File: config.mk
export PLATFORM = sky130hd
export DESIGN_NAME = serial_addsub_fsm
export DESIGN_NICKNAME = d
export VERILOG_FILES = /design/src/rtl/serial_addsub_fsm.sv
export SDC_FILE = /design/constraint.sdc
export NUM_CORES = 1
export LEC_CHECK = 0
export ABC_AREA = 1
export CAP_MARGIN = 25
export CORE_MARGIN = 2
export CORE_UTILIZATION = 51
export CTS_BUF_LIST = sky130_fd_sc_hd__clkbuf_4 sky130_fd_sc_hd__clkbuf_8 sky130_fd_sc_hd__clkbuf_16
export CTS_CLUSTER_SIZE = 40
export DETAILED_ROUTE_END_ITERATION = 8
export PLACE_DENSITY = 0.86
export SYNTH_ARGS = -nofsm -noshare
export SYNTH_HDL_FRONTEND = slang
export SYNTH_SLANG_ARGS = --single-unit
File: constraint.sdc
create_clock -name clk -period 2.4 [get_ports clk]
set_input_delay 0.48 -clock clk [delete_from_list [all_inputs] [get_ports clk]]
set_output_delay 0.48 -clock clk [all_outputs]
set_load 0.05 [all_outputs]
File: src/rtl/serial_addsub_fsm.sv
// Bit-serial adder/subtractor: latches two operands on start and then
// resolves one bit per clock, LSB first, through a single full adder and
// a carry register. It streams each sum bit and assembles the parallel
// result, carry-out and signed overflow. A done pulse follows the last bit.
module serial_addsub_fsm #(
  parameter int unsigned WIDTH = 8
) (
  input  logic             clk,
  input  logic             rst,
  input  logic             start,
  input  logic             sub,
  input  logic [WIDTH-1:0] a,
  input  logic [WIDTH-1:0] b,
  input  logic             cin,
  output logic             busy,
  output logic             s_bit,
  output logic             s_vld,
  output logic             done,
  output logic [WIDTH-1:0] sum,
  output logic             cout,
  output logic             ovf
);

  localparam int unsigned CW = (WIDTH > 1) ? $clog2(WIDTH) : 1;
  localparam logic [CW-1:0] LAST_BIT = CW'(WIDTH - 1);

  typedef enum logic [1:0] {
    IDLE = 2'd0,
    RUN  = 2'd1,
    DONE = 2'd2
  } state_t;

  state_t           state_q, state_d;
  logic [WIDTH-1:0] a_q, a_d;
  logic [WIDTH-1:0] b_q, b_d;      // operand B, already inverted for subtract
  logic             c_q, c_d;      // carry into the current bit
  logic [CW-1:0]    cnt_q, cnt_d;
  logic [WIDTH-1:0] sum_q, sum_d;
  logic             cout_q, cout_d;
  logic             ovf_q, ovf_d;
  logic             busy_q, busy_d;
  logic             done_q, done_d;

  logic             a_bit;
  logic             b_bit;
  logic             fa_sum;
  logic             fa_carry;

  // Single full adder on the bit currently selected by the counter
  always_comb begin
    a_bit    = a_q[cnt_q];
    b_bit    = b_q[cnt_q];
    fa_sum   = a_bit ^ b_bit ^ c_q;
    fa_carry = (a_bit & b_bit) | ((a_bit ^ b_bit) & c_q);
  end

  // Next-state and datapath update for the IDLE -> RUN -> DONE sequence
  always_comb begin
    state_d = state_q;
    a_d     = a_q;
    b_d     = b_q;
    c_d     = c_q;
    cnt_d   = cnt_q;
    sum_d   = sum_q;
    cout_d  = cout_q;
    ovf_d   = ovf_q;

    unique case (state_q)
      IDLE: begin
        if (start) begin
          a_d     = a;
          b_d     = sub ? ~b : b;
          c_d     = sub ? 1'b1 : cin;
          cnt_d   = '0;
          sum_d   = '0;
          state_d = RUN;
        end
      end
      RUN: begin
        c_d          = fa_carry;
        sum_d[cnt_q] = fa_sum;
        if (cnt_q == LAST_BIT) begin
          // Counter parks at zero instead of wrapping past the last bit
          cnt_d   = '0;
          cout_d  = fa_carry;
          ovf_d   = c_q ^ fa_carry;
          state_d = DONE;
        end else begin
          cnt_d = cnt_q + 1'b1;
        end
      end
      DONE: begin
        state_d = IDLE;
      end
      default: begin
        state_d = IDLE;
      end
    endcase

    busy_d = (state_d == RUN);
    done_d = (state_d == DONE);
  end

  // State and output registers with synchronous reset
  always_ff @(posedge clk) begin
    if (rst) begin
      state_q <= IDLE;
      a_q     <= '0;
      b_q     <= '0;
      c_q     <= 1'b0;
      cnt_q   <= '0;
      sum_q   <= '0;
      cout_q  <= 1'b0;
      ovf_q   <= 1'b0;
      busy_q  <= 1'b0;
      done_q  <= 1'b0;
    end else begin
      state_q <= state_d;
      a_q     <= a_d;
      b_q     <= b_d;
      c_q     <= c_d;
      cnt_q   <= cnt_d;
      sum_q   <= sum_d;
      cout_q  <= cout_d;
      ovf_q   <= ovf_d;
      busy_q  <= busy_d;
      done_q  <= done_d;
    end
  end

  // Serial bit is only meaningful while running; hold it low otherwise
  always_comb begin
    busy  = busy_q;
    s_vld = busy_q;
    s_bit = busy_q & fa_sum;
    done  = done_q;
    sum   = sum_q;
    cout  = cout_q;
    ovf   = ovf_q;
  end

endmodule

==> results of run 1 <==
power breakdown:
group | switching [mW] | internal, mW | leakage, nW
clock | 0.179 | 0.133 | 0.0322
combinational | 0.147 | 0.115 | 0.645
sequential | 0.0220 | 0.592 | 0.280
total | 0.348 | 0.840 | 0.957
worst paths after layout:
check / from / to / slack (ps) / depth (start not counted)
worst max-delay path: cnt_q[0]$_SDFFE_PP0P_ / s_bit / -50 / 11
worst min-delay path: b_q[4]$_SDFFE_PP0P_ / b_q[4]$_SDFFE_PP0P_ / 470 / 2
worst max register to register: cnt_q[0]$_SDFFE_PP0P_ / sum[0]$_SDFFE_PP0P_ / 400 / 13
worst min register to register: b_q[4]$_SDFFE_PP0P_ / b_q[4]$_SDFFE_PP0P_ / 470 / 2
Yosys cell counts (all sizes together):
cell / number / area, um^2
dfxtp: 34 / 681
or2: 2 / 12.5
nand2: 95 / 372
ha: 2 / 25.0
buf: 10 / 67.6
nand3: 6 / 30.0
xor2: 9 / 78.8
a211oi: 1 / 7.51
o21ai: 13 / 65.1
nor2: 33 / 134
nor3: 6 / 30.0
a21oi: 16 / 87.6
clkbuf: 4 / 15.0
inv: 18 / 70.1
nand4: 2 / 12.5
and3: 2 / 12.5
fa: 1 / 20.0
sequential cells by signal, indices dropped and copies added (netlist names), 2 cells and up:
register and count:
a_q 8, b_q 8, sum 8, cnt_q 3, state_q 2
timing repair:
item,CTS,global route
pin swaps,7,5
gates cloned,1,0
gates resized for setup,10,9
endpoints found under the setup margin,1,1
buffers inserted,1,1
critical path, stage by stage (launching register included):
cell and delay (ps):
dfxtp_4 390, buf_6 130, nand2_1 50, nand2_1 50, nand2_1 50, nand2_1 70
nand2_1 50, nand2_1 70, inv_2 40, fa_2 560, nor2_4 40, buf_12 140
cells by family after synthesis:
logic type | share of synthesized area
AOI/OAI and AO/OA | 0.0931
xor gates and xnor gates | 0.0458
adders and majority gates | 0.0262
buffers and inverters | 0.0887
DFF | 0.396
and+or+nand+nor | 0.351
area by class of cell:
cell class                      count  area (um^2)  share of cell area
Multi-Input combinational cell    188          907               0.414
Inverter                           18         75.1              0.0342
Sequential cell                    34          689               0.314
Clock buffer                        7         52.6              0.0240
Timing Repair Buffer               41          410               0.187
Tap cell                           46         57.6              0.0263
per-stage QoR:
stage,utilization,power (mW),area [um^2],cells
after floorplan,-,0.794,1730,254
after global placement,0.634,0.869,2080,324
after detailed placement,0.634,0.873,2080,324
after CTS,0.660,1.19,2170,333
after global routing,0.667,1.26,2190,334
final,0.667,1.19,2190,334
layer usage:
layer / track usage / share of wire / vias to the layer above / routed length [um]
met5: 0 / 0 / - / 0
met4: 0.0638 / 0.013 / 0 / 42
met3: 0.0683 / 0.057 / 5 / 190
met2: 0.287 / 0.46 / 43 / 1520
met1: 0.274 / 0.47 / 679 / 1570
li1: - / - / 857 / -
cells in the final DEF, fill, tap and decap left out, types with 2 or more instances in the layout:
cell	n
a21oi_1	14
a21oi_2	2
and3_1	2
buf_4	5
buf_6	2
clkbuf_4	7
clkdlybuf4s50_1	33
dfxtp_1	31
dfxtp_4	2
ha_1	2
inv_1	10
inv_2	6
nand2_1	87
nand2_2	7
nand3_1	6
nand4_1	2
nor2_1	30
nor2_4	2
nor3_1	6
o21ai_0	9
o21ai_1	4
xor2_1	9
==> impl_metrics.json, run 1 <==
{
  "n_antenna_cell": 0,
  "fillCellCount": 301,
  "leakagePower_nw": 0.957,
  "avgSynthCellArea_um2": 6.77,
  "cts-hold-fix-buffers": 0,
  "die_x_um": 62.1,
  "ant_nets": 0,
  "via_count": 1584,
  "routabilityCongestion": 0.831,
  "synth_area_um2": 1720,
  "slew_headroom": 0.669,
  "cp-end-kind": "primary output",
  "dieArea_um2": 3850,
  "failed_checks": "negative setup slack",
  "setup_viol": 1,
  "clk_path_buf_depth": 2,
  "maxCapViolCount": 0,
  "wl_per_cell_um": 9.96,
  "grt_pass1_vias": 1262,
  "start_kind": "flop",
  "timing.setup.tns_ps": -52.2,
  "setup.worst_path.class": "reg2out",
  "cts.sinks": 34,
  "vias_per_cell": 4.74,
  "start_util": 0.524,
  "rsz0062_at_grt": "yes",
  "first_iter_violations": 60,
  "drv_slew": 0,
  "min_path_type": "reg2reg",
  "status": "finished with violations",
  "period_needed_ps": 2450,
  "grt_first_pass_wirelength_mm": 5.60,
  "numPortBuffers": 34,
  "dp_slack_ps": 68.7,
  "grt.overflow.total": 0,
  "cts_buffers": 5,
  "rows": 21,
  "core-area_um2": 3280,
  "ys.warnings.count": 0,
  "hold_viol_final": 0,
  "dp_hpwl_mm": 2.28,
  "fin_nets": 312,
  "arrival_ps": 1970,
  "fmax_ghz": 0.408,
  "power_density_nw_per_um2": 542,
  "ys_ff_latch": 34,
  "first_pass_iters": 4,
  "peakVddDrop_uv": 300,
  "grt_max_degree": 20,
  "setup_ws_ps": -52.2,
  "drive_gt1_frac": 0.142,
  "post-route-drc-count": 0,
  "path_max_fanout": 6,
  "wl_mm": 3.33,
  "cts_tree": "built",
  "holdWs_ps": 465,
  "clock_skew_ps": 10.4,
  "yosysSeqAreaShare": 0.396,
  "finalCritPeriodShare": 1.02,
  "antenna_found_initial": 0,
  "synth_cells": 254,
  "tightest_slew_ps": 495,
  "clk_pin_slew_ps": 90,
  "root_buffer": "clkbuf_4",
  "synth.distinct_cells": 28,
  "crit_required_ps": 1920,
  "die_height_um": 62.1,
  "clkLatencyLatePin_ps": 330,
  "area_growth_pct": 27.4,
  "io_pins": 35,
  "track_usage": 0.197,
  "htreeDepth": 2,
  "syn_nets": 278
}
Note: power is estimated with default switching activity, not from simulation.
==> inputs of run 2 (changes only) <==
--- a/config.mk
+++ b/config.mk
@@ -6,7 +6,7 @@
 export NUM_CORES = 1
 export LEC_CHECK = 0
 export ABC_AREA = 1
-export CAP_MARGIN = 25
+export CAP_MARGIN = 20
 export CORE_MARGIN = 2
 export CORE_UTILIZATION = 51
 export CTS_BUF_LIST = sky130_fd_sc_hd__clkbuf_4 sky130_fd_sc_hd__clkbuf_8 sky130_fd_sc_hd__clkbuf_16
==> results of run 2 <==
No change in the layout: final DEF, timing and power equal those of run 1.
